===== src/rtl/ccnet_pkg.sv =====
// rtl/ccnet_pkg.sv - CCNET framing constants, FSM encodings and CRC16 byte step
package ccnet_pkg;

  localparam logic [7:0] SYNC        = 8'h02;
  localparam logic [7:0] CMD_POLL    = 8'h33;
  localparam logic [7:0] CMD_RESET   = 8'h30;
  localparam logic [7:0] CMD_ACK     = 8'h00;
  localparam logic [7:0] RSP_ACK     = 8'h00;
  localparam logic [7:0] RSP_NAK     = 8'hFF;
  localparam logic [7:0] RSP_BILL    = 8'h81;
  localparam logic [7:0] RSP_ILLEGAL = 8'h30;

  localparam logic [2:0] ST_IDLE  = 3'd0;
  localparam logic [2:0] ST_ADDR  = 3'd1;
  localparam logic [2:0] ST_LEN   = 3'd2;
  localparam logic [2:0] ST_BODY  = 3'd3;
  localparam logic [2:0] ST_CHECK = 3'd4;
  localparam logic [2:0] ST_SEND  = 3'd5;

  localparam logic [1:0] TX_ISSUE     = 2'd0;
  localparam logic [1:0] TX_WAIT_HIGH = 2'd1;
  localparam logic [1:0] TX_WAIT_LOW  = 2'd2;

  // Reflected CRC16 (poly 0x8408), one byte, LSB-first bit order
  function automatic logic [15:0] crc16Byte(input logic [15:0] crc, input logic [7:0] data);
    logic [15:0] c;
    c = crc ^ {8'h00, data};
    for (int i = 0; i < 8; i++) begin
      c = c[0] ? ((c >> 1) ^ 16'h8408) : (c >> 1);
    end
    return c;
  endfunction

endpackage


===== src/rtl/ccnet_crc16.sv =====
// rtl/ccnet_crc16.sv - byte-wise CCNET CRC16 accumulator with clear and enable
// clr together with en restarts the CRC from zero with the presented byte.
module ccnet_crc16
  import ccnet_pkg::*;
(
  input  logic        CLK_10MHZ,
  input  logic        RST_N,
  input  logic        clr,
  input  logic        en,
  input  logic [7:0]  data,
  output logic [15:0] crc
);

  always_ff @(posedge CLK_10MHZ) begin
    if (!RST_N) begin
      crc <= 16'h0000;
    end else if (en) begin
      crc <= crc16Byte(clr ? 16'h0000 : crc, data);
    end else if (clr) begin
      crc <= 16'h0000;
    end
  end

endmodule


===== src/rtl/bv_responder.sv =====
// rtl/bv_responder.sv - CCNET bill validator responder: frame parse, CRC check, reply
// Half-duplex: receive FSM hands over to SEND, which paces bytes on tx_busy edges.
module bv_responder
  import ccnet_pkg::*;
#(
  parameter logic [7:0] DEV_ADDR    = 8'h03,
  parameter int         MAX_LNG     = 16,
  parameter int         TIMEOUT_CYC = 50000
) (
  input  logic       CLK_10MHZ,
  input  logic       RST_N,
  input  logic [7:0] rx_data,
  input  logic       rx_valid,
  output logic [7:0] tx_data,
  output logic       tx_start,
  input  logic       tx_busy,
  input  logic [7:0] status_code,
  input  logic       bill_stacked,
  input  logic [7:0] bill_type,
  output logic       reset_req,
  output logic       poll_seen,
  output logic       bill_pending,
  output logic [7:0] crc_err_cnt
);

  localparam int TO_W = $clog2(TIMEOUT_CYC + 1);

  logic [2:0]      state;
  logic [1:0]      txPhase;
  logic [7:0]      byteCnt, frameLng, cmd, crcRxL, crcRxH;
  logic [TO_W-1:0] toCnt;
  logic [7:0]      rspLng, rspB3, rspB4, txByte, billTypeLatched;
  logic [2:0]      txIdx, txLen;
  logic            reported;
  logic [15:0]     rxCrc, txCrc;
  logic            syncHit, rxCrcEn, txIssue, crcOk, goodPoll, goodAck, goodReset, clearBill;

  assign syncHit   = (state == ST_IDLE) && rx_valid && (rx_data == SYNC);
  assign rxCrcEn   = syncHit || (rx_valid && ((state == ST_ADDR) || (state == ST_LEN) ||
                     ((state == ST_BODY) && (byteCnt < frameLng - 8'd2))));
  assign txLen     = rspLng[2:0] - 3'd2;
  assign txIssue   = (state == ST_SEND) && (txPhase == TX_ISSUE) && !tx_busy;
  assign crcOk     = (rxCrc == {crcRxH, crcRxL});
  assign goodPoll  = (state == ST_CHECK) && crcOk && (cmd == CMD_POLL);
  assign goodAck   = (state == ST_CHECK) && crcOk && (cmd == CMD_ACK);
  assign goodReset = (state == ST_CHECK) && crcOk && (cmd == CMD_RESET);
  assign clearBill = goodReset || (goodAck && reported);

  always_comb begin
    txByte = 8'h00;
    if (txIdx < txLen) begin
      case (txIdx)
        3'd0:    txByte = SYNC;
        3'd1:    txByte = DEV_ADDR;
        3'd2:    txByte = rspLng;
        3'd3:    txByte = rspB3;
        default: txByte = rspB4;
      endcase
    end else if (txIdx == txLen) begin
      txByte = txCrc[7:0];
    end else begin
      txByte = txCrc[15:8];
    end
  end

  ccnet_crc16 uRxCrc (
    .CLK_10MHZ(CLK_10MHZ), .RST_N(RST_N),
    .clr(state == ST_IDLE), .en(rxCrcEn), .data(rx_data), .crc(rxCrc)
  );

  ccnet_crc16 uTxCrc (
    .CLK_10MHZ(CLK_10MHZ), .RST_N(RST_N),
    .clr(state != ST_SEND), .en(txIssue && (txIdx < txLen)), .data(txByte), .crc(txCrc)
  );

  always_ff @(posedge CLK_10MHZ) begin
    if (!RST_N) begin
      state       <= ST_IDLE;
      txPhase     <= TX_ISSUE;
      byteCnt     <= 8'h00;
      frameLng    <= 8'h00;
      cmd         <= 8'h00;
      crcRxL      <= 8'h00;
      crcRxH      <= 8'h00;
      toCnt       <= '0;
      rspLng      <= 8'h06;
      rspB3       <= 8'h00;
      rspB4       <= 8'h00;
      txIdx       <= 3'd0;
      tx_data     <= 8'h00;
      tx_start    <= 1'b0;
      reset_req   <= 1'b0;
      poll_seen   <= 1'b0;
      crc_err_cnt <= 8'h00;
    end else begin
      tx_start  <= 1'b0;
      reset_req <= 1'b0;
      poll_seen <= 1'b0;
      case (state)
        ST_IDLE: begin
          if (syncHit) begin
            state   <= ST_ADDR;
            byteCnt <= 8'd1;
            toCnt   <= '0;
          end
        end
        ST_ADDR, ST_LEN, ST_BODY: begin
          if (rx_valid) begin
            toCnt   <= '0;
            byteCnt <= byteCnt + 8'd1;
            if (state == ST_ADDR) begin
              state <= (rx_data == DEV_ADDR) ? ST_LEN : ST_IDLE;
            end else if (state == ST_LEN) begin
              frameLng <= rx_data;
              state    <= ((rx_data < 8'd6) || (rx_data > 8'(MAX_LNG))) ? ST_IDLE : ST_BODY;
            end else begin
              if (byteCnt == 8'd3) cmd <= rx_data;
              if (byteCnt == frameLng - 8'd2) crcRxL <= rx_data;
              if (byteCnt == frameLng - 8'd1) begin
                crcRxH <= rx_data;
                state  <= ST_CHECK;
              end
            end
          end else if (toCnt == TO_W'(TIMEOUT_CYC)) begin
            state <= ST_IDLE;
            toCnt <= '0;
          end else begin
            toCnt <= toCnt + 1'b1;
          end
        end
        ST_CHECK: begin
          txIdx   <= 3'd0;
          txPhase <= TX_ISSUE;
          rspLng  <= 8'h06;
          state   <= ST_SEND;
          if (!crcOk) begin
            if (crc_err_cnt != 8'hFF) crc_err_cnt <= crc_err_cnt + 8'd1;
            rspB3 <= RSP_NAK;
          end else begin
            case (cmd)
              CMD_POLL: begin
                poll_seen <= 1'b1;
                if (bill_pending) begin
                  rspLng <= 8'h07;
                  rspB3  <= RSP_BILL;
                  rspB4  <= billTypeLatched;
                end else begin
                  rspB3 <= status_code;
                end
              end
              CMD_ACK:   state <= ST_IDLE;
              CMD_RESET: begin
                reset_req <= 1'b1;
                rspB3     <= RSP_ACK;
              end
              default:   rspB3 <= RSP_ILLEGAL;
            endcase
          end
        end
        ST_SEND: begin
          case (txPhase)
            TX_ISSUE: begin
              if (!tx_busy) begin
                tx_start <= 1'b1;
                tx_data  <= txByte;
                txPhase  <= TX_WAIT_HIGH;
              end
            end
            TX_WAIT_HIGH: if (tx_busy) txPhase <= TX_WAIT_LOW;
            default: begin
              if (!tx_busy) begin
                if (txIdx == txLen + 3'd1) begin
                  state <= ST_IDLE;
                end else begin
                  txIdx   <= txIdx + 3'd1;
                  txPhase <= TX_ISSUE;
                end
              end
            end
          endcase
        end
        default: state <= ST_IDLE;
      endcase
    end
  end

  // Clear from ACK/RESET is applied before a coincident stacked-bill event latches
  always_ff @(posedge CLK_10MHZ) begin
    if (!RST_N) begin
      bill_pending    <= 1'b0;
      reported        <= 1'b0;
      billTypeLatched <= 8'h00;
    end else begin
      if (clearBill) begin
        bill_pending <= 1'b0;
        reported     <= 1'b0;
      end else if (goodPoll && bill_pending) begin
        reported <= 1'b1;
      end
      if (bill_stacked && (!bill_pending || clearBill)) begin
        bill_pending    <= 1'b1;
        billTypeLatched <= bill_type;
      end
    end
  end

endmodule

===== config.mk =====
export PLATFORM = sky130hd
export DESIGN_NAME = bv_responder
export DESIGN_NICKNAME = d
export VERILOG_FILES = /design/src/rtl/ccnet_pkg.sv /design/src/rtl/ccnet_crc16.sv /design/src/rtl/bv_responder.sv
export SDC_FILE = /design/constraint.sdc
export NUM_CORES = 1
export LEC_CHECK = 0
export CORE_AREA = 2 2 130 132
export DETAILED_ROUTE_END_ITERATION = 6
export DIE_AREA = 0 0 132 134
export MAX_ROUTING_LAYER = met4
export PLACE_DENSITY = 0.67
export REMOVE_ABC_BUFFERS = 1
export SKIP_CTS_REPAIR_TIMING = 1
export SKIP_LAST_GASP = 1
export SYNTH_ARGS = -nofsm -noshare
export SYNTH_HDL_FRONTEND = slang
export SYNTH_SLANG_ARGS = --single-unit

===== constraint.sdc =====
create_clock -name CLK_10MHZ -period 4.11 [get_ports CLK_10MHZ]
set_clock_uncertainty 0.2 [all_clocks]
set_input_delay 0.822 -clock CLK_10MHZ [delete_from_list [all_inputs] [get_ports CLK_10MHZ]]
set_output_delay 0.822 -clock CLK_10MHZ [all_outputs]
set_load 0.02 [all_outputs]

==> results of run 1 <==
## worst min-delay path, cell delays in order, from the launching register on
cell and delay (ns):
dfxtp_1 0.31, nand2_1 0.04, a21boi_0 0.06
## placed cells by master, fill, tap and decap left out, types with 5 or more instances in the layout
master,n
clkbuf_16,17
mux2i_1,45
or3_1,6
nor4_1,6
dfxtp_1,142
nor2b_1,51
a22oi_1,5
xnor2_1,53
nand4_1,18
nor3_1,11
o21a_1,11
a31o_2,7
and3_1,21
nor3b_1,7
o21ai_0,33
nand2_1,108
buf_4,21
nand3_1,30
inv_1,21
xor2_1,46
ha_1,21
a21oi_1,25
and2_1,24
nor2_1,66
o221ai_1,7
a21boi_0,20
o211a_1,10
clkdlybuf4s50_1,47
nand2b_1,7
## cell families after synthesis
group	after synthesis	synth area share, %
fa+ha+maj	21	3.354
xor+xnor	100	11.37
compound gates	156	13.99
buf+inv	69	3.769
mux	48	6.181
simple gates	383	25.04
flops	142	36.29
## layer usage
layer / vias to the layer above / wire, um
met5: - / 0
met4: 0 / 301
met3: 25 / 609
met2: 93 / 8305
met1: 3054 / 8967
li1: 3270 / -
## report_power, final
group          switching, W  total (W)  internal [W]
Clock              0.000649    0.00163      0.000983
Combinational     0.0000643   0.000127     0.0000626
Sequential       0.00000358    0.00139       0.00138
Total              0.000717    0.00314       0.00243
## per-stage QoR
step                      util (%)  hold slack [ns]
after floorplan                  -           0.2668
after global placement       52.55           0.2580
after detailed placement     52.55           0.2628
after CTS                    56.36           0.2715
after global routing         56.36           0.3035
final                        56.36           0.2656
## layout make-up
type                       instances  area (um2)
timing repair buffer              69       648.1
tap                              220       275.3
clock inverter                    14       181.4
clock buffer                      18       439.2
fill                            1501        7108
inverter                          21       78.83
sequential                       142        2843
multi-input combinational        708        4716
## final timing paths
check | from | endpoint | slack, ns | cells past startpoint
max reg2reg | frameLng[3] | uRxCrc.crc[10] | 0.78 | 10
min reg2reg | tx_data[6] | tx_data[6] | 0.27 | 2
min | tx_data[6] | tx_data[6] | 0.27 | 2
max | frameLng[3] | uRxCrc.crc[10] | 0.78 | 10
==> results.ini, run 1 <==
[status]
status=finished clean

[global_routing]
grt_busiest_layer=met2
use_met2_pct=34.58
gr-usage-met3_pct=3.741
track_usage_pct=22.05
grt_pass1_wl_um=30870
gr-usage-met1_pct=28.98
antenna_found_initial=0
grt_pass1_vias=6139
grt_overflow_total=0
grt_start_max_net_pins=89

[floorplan]
die_w_um=132
start_util_pct=48.09
design.die.area_mm2=0.01769
core_area_mm2=0.01629
top_level_ports=49
die_h_um=134
std_cell_rows=47

[worst_setup_path]
endpoint_kind=flop
max_stage_delay_ns=0.95
critPathRequiredTime_ns=4.24
critPathMaxFanout=24
cp_cell_sequence=nor4_1 > and2_1 > xnor2_1 > ha_1 > a211oi_1 > nand2_1 > a211oi_1 > o31ai_4 > mux2i_1 > and2_1
critPathKind=flop to flop
arrival_ns=3.46
crit_buf_inv=0
cpMaxStageDelayCell=o31ai_4
critPathLaunchType=flop
cp_top_family=compound AO/OA/AOI/OAI gates

[synthesis]
synth.largest_area_cell=dfxtp_1
seq_area_frac_synth_pct=36.29
synth.avg_cell_area_um2=8.524
synth.top_cell.area_share_pct=36.29
syn-cell-area_mm2=0.007834
synth-seq-cells=142
synth_area_leaders=dfxtp_1 36%, xnor2_1 5.9%, mux2i_1 5.7%
netlist_instances=919
synthArstFlopShare_pct=0
yosysMostFrequentCell=dfxtp_1
synth_common_cells=142 x dfxtp_1, 108 x nand2_1, 66 x nor2_1
synth.distinct_cells=70
yosys_warnings=0
synth-main-ff-cell=dfxtp_1
synth-edff-count=0

[flow_run]
maxCapViolCount=0

[sta]
relSlewSlack_pct=24.16
tightest_slew_ns=1.138
hold_violations=0
finalCritPeriodShare_pct=81.06
fmax_mhz=300.1
setup_slack_ns=0.7783
setup_viol=0
maxSlewViolCount=0
rsz0062_at_grt=false
fin_setup_tns_ns=0
min_period_ns=3.332

[cells_and_area]
largest_registers=toCnt (16), uRxCrc.crc (16), uTxCrc.crc (16)
drive_gt1_share_pct=8.333
nets=1009
layout.cells.non_filler=1192
finalInstanceArea_mm2=0.009181
num_antenna_cells=0
syn2layout_area_growth_pct=17.20

[drt]
firstDrtPassIters=5
drt_iter0_markers=445
post_drt_wl_per_cell_um=15.25
drc=0
viasPerCell=5.404
vias=6442
antenna_left=0
route.final.wire_length_um=18180

[clock_network]
cts.sinks=142
cts_buffers=17
clk_pin_slew_worst_paths_ns=0.06
cts_tree=done
clk_root_buffer_cell=clkbuf_16
clk_latency_ns=0.43
clockBufferDepth=2
htree_num_levels=4

[place]
dp_cells=1160
dp_hpwl_um=12670
routabilityCongestion=0.8813
dpl_cell_area_mm2=0.008561
place_ws_ns=0.5045
port_buffers=48

[pwr]
p_leak_nw=3.637
power.total_w=0.003144
worst_ir_drop_vdd_mv=0.3022
p_per_area_mw_per_mm2=342.4

[worst_hold_path]
hold_class=flop to flop

Note: power is estimated with default switching activity, not from simulation.
==> run 2, diff against run 1 <==
==> constraint.sdc (replaced) <==
create_clock -name CLK_10MHZ -period 3.3 [get_ports CLK_10MHZ]
set_clock_uncertainty 0.2 [all_clocks]
set_input_delay 0.66 -clock CLK_10MHZ [delete_from_list [all_inputs] [get_ports CLK_10MHZ]]
set_output_delay 0.66 -clock CLK_10MHZ [all_outputs]
set_load 0.02 [all_outputs]
==> run 2 against run 1 <==
Net effect: global-route usage fell by 0.33 points; setup slack got worse by 0.58 ns; clock power rose by 26%; die area did not move; fmax rose by 7.5%; non-clock buffer count rose by 13; via count rose by 0.79%; sequential power rose by 24%; cell count rose by 1.2%; first-iteration DRC count fell by 3.4%; sequential cell count did not move; critical path type unchanged; critical endpoint is now uRxCrc.crc[14].
==> results.ini, run 2 (synthesis gave the netlist of run 1 again) <==
[sta]
tightest_slew_ns=0.9931
finalCritPeriodShare_pct=93.95
min_period_ns=3.100
setup_viol=0
fmax_mhz=322.5
maxSlewViolCount=0
hold_violations=0
relSlewSlack_pct=33.65
fin_setup_tns_ns=0
rsz0062_at_grt=false

[clock_network]
cts_buffers=17
clockBufferDepth=2
htree_num_levels=4
clk_root_buffer_cell=clkbuf_16
cts.sinks=142
cts_tree=done
clk_latency_ns=0.43
clk_pin_slew_worst_paths_ns=0.07

[drt]
firstDrtPassIters=6
route.final.wire_length_um=18730
antenna_left=0
drc=0
drt_iter0_markers=430
vias=6493
post_drt_wl_per_cell_um=15.53
viasPerCell=5.384

[worst_setup_path]
critPathMaxFanout=12
endpoint_kind=flop
critPathKind=flop to flop
arrival_ns=3.22
critPathLaunchType=flop
critPathRequiredTime_ns=3.42

[pwr]
p_per_area_mw_per_mm2=421.2
power.total_w=0.003935
p_leak_nw=3.724
worst_ir_drop_vdd_mv=0.3958

[cells_and_area]
final_common_cell=dfxtp_1
multiInputGateArea_mm2=0.004770
syn2layout_area_growth_pct=19.26
layout_common_cells=142 x dfxtp_1, 108 x nand2_1, 66 x nor2_1, 53 x xnor2_1, 51 x nor2b_1
num_antenna_cells=0
seqCellArea_mm2=0.002843
nets=1023
largest_registers=toCnt (16), uRxCrc.crc (16), uTxCrc.crc (16)
num-fill-cells=1472
drive_gt1_share_pct=10.04

[floorplan]
std_cell_rows=47
core_area_mm2=0.01629
top_level_ports=49
start_util_pct=48.09
die_w_um=132
die_h_um=134
design.die.area_mm2=0.01769

[global_routing]
grt_overflow_total=0
grt_start_max_net_pins=94
grt_pass1_wl_um=30240
track_usage_pct=21.72
antenna_found_initial=0
grt_pass1_vias=5919

[worst_hold_path]
hold_class=flop to flop

[status]
status=finished clean

[place]
routabilityCongestion=0.8152
dp_hpwl_um=13030
port_buffers=48

[flow_run]
maxCapViolCount=0

==> run 2: cell count changes in the layout (fill, tap and decap cells not counted), sizes merged <==
| cell | change |
|---|---|
| inv | +5 |
| clkinv | -2 |
| o31ai | +1 |
| buf | +13 |
| clkinvlp | -2 |
| clkbuf | -1 |
==> run 2: power by group <==
part	total (W)	internal (W)	switching [W]
Combinational	0.000164	0.0000813	0.0000829
Sequential	0.00173	0.00172	0.00000481
Clock	0.00205	0.00121	0.000831
Total	0.00393	0.00302	0.000919
==> run 2: stage by stage <==
step	area [um2]	hold slack (ns)	cells	utilization [%]	worst slack, ns
after floorplan	7617	0.2668	871	-	-0.4950
after CTS	9261	0.2782	1203	56.86	-0.01783
after detailed placement	8643	0.2694	1171	53.06	-0.008599
after global placement	8643	0.2603	1171	53.06	0.1544
after global routing	9343	0.3089	1206	57.35	0.004331
final	9343	0.2767	1206	57.35	0.1996
==> run 2: path summary, 6_finish.rpt <==
kind               start             end  slack (ns)  cells after the start
max          frameLng[2]  uRxCrc.crc[14]        0.20                     13
min           tx_data[5]      tx_data[5]        0.28                      2
max reg2reg  frameLng[2]  uRxCrc.crc[14]        0.20                     13
min reg2reg   tx_data[5]      tx_data[5]        0.28                      2
==> run 2: critical path: stages (launching register included) <==
cell      delay [ns]
dfxtp_1         0.44
inv_1           0.09
ha_1            0.26
nand3_1         0.11
xor2_1          0.19
ha_1            0.29
a211oi_1        0.23
nand2_1         0.16
a211oi_4        0.18
buf_4           0.19
o31ai_4         0.08
buf_12          0.19
and3_1          0.19
o21a_1          0.17
==> run 2: layout make-up <==
cell class | instances | share of cell area, %
inverter | 21 | 0.8437
tap | 220 | 2.946
multi-input combinational | 709 | 51.05
timing repair buffer | 82 | 8.116
clock inverter | 15 | 2.062
clock buffer | 17 | 4.553
sequential | 142 | 30.43
==> run 2: routing by layer <==
metal	vias to the layer above	routed length (um)	global-route usage [%]
li1	3285	-	-
met1	3086	9220	28.53
met2	105	8605	33.71
met3	17	696	4.913
met4	0	204	6.099
met5	-	0	-
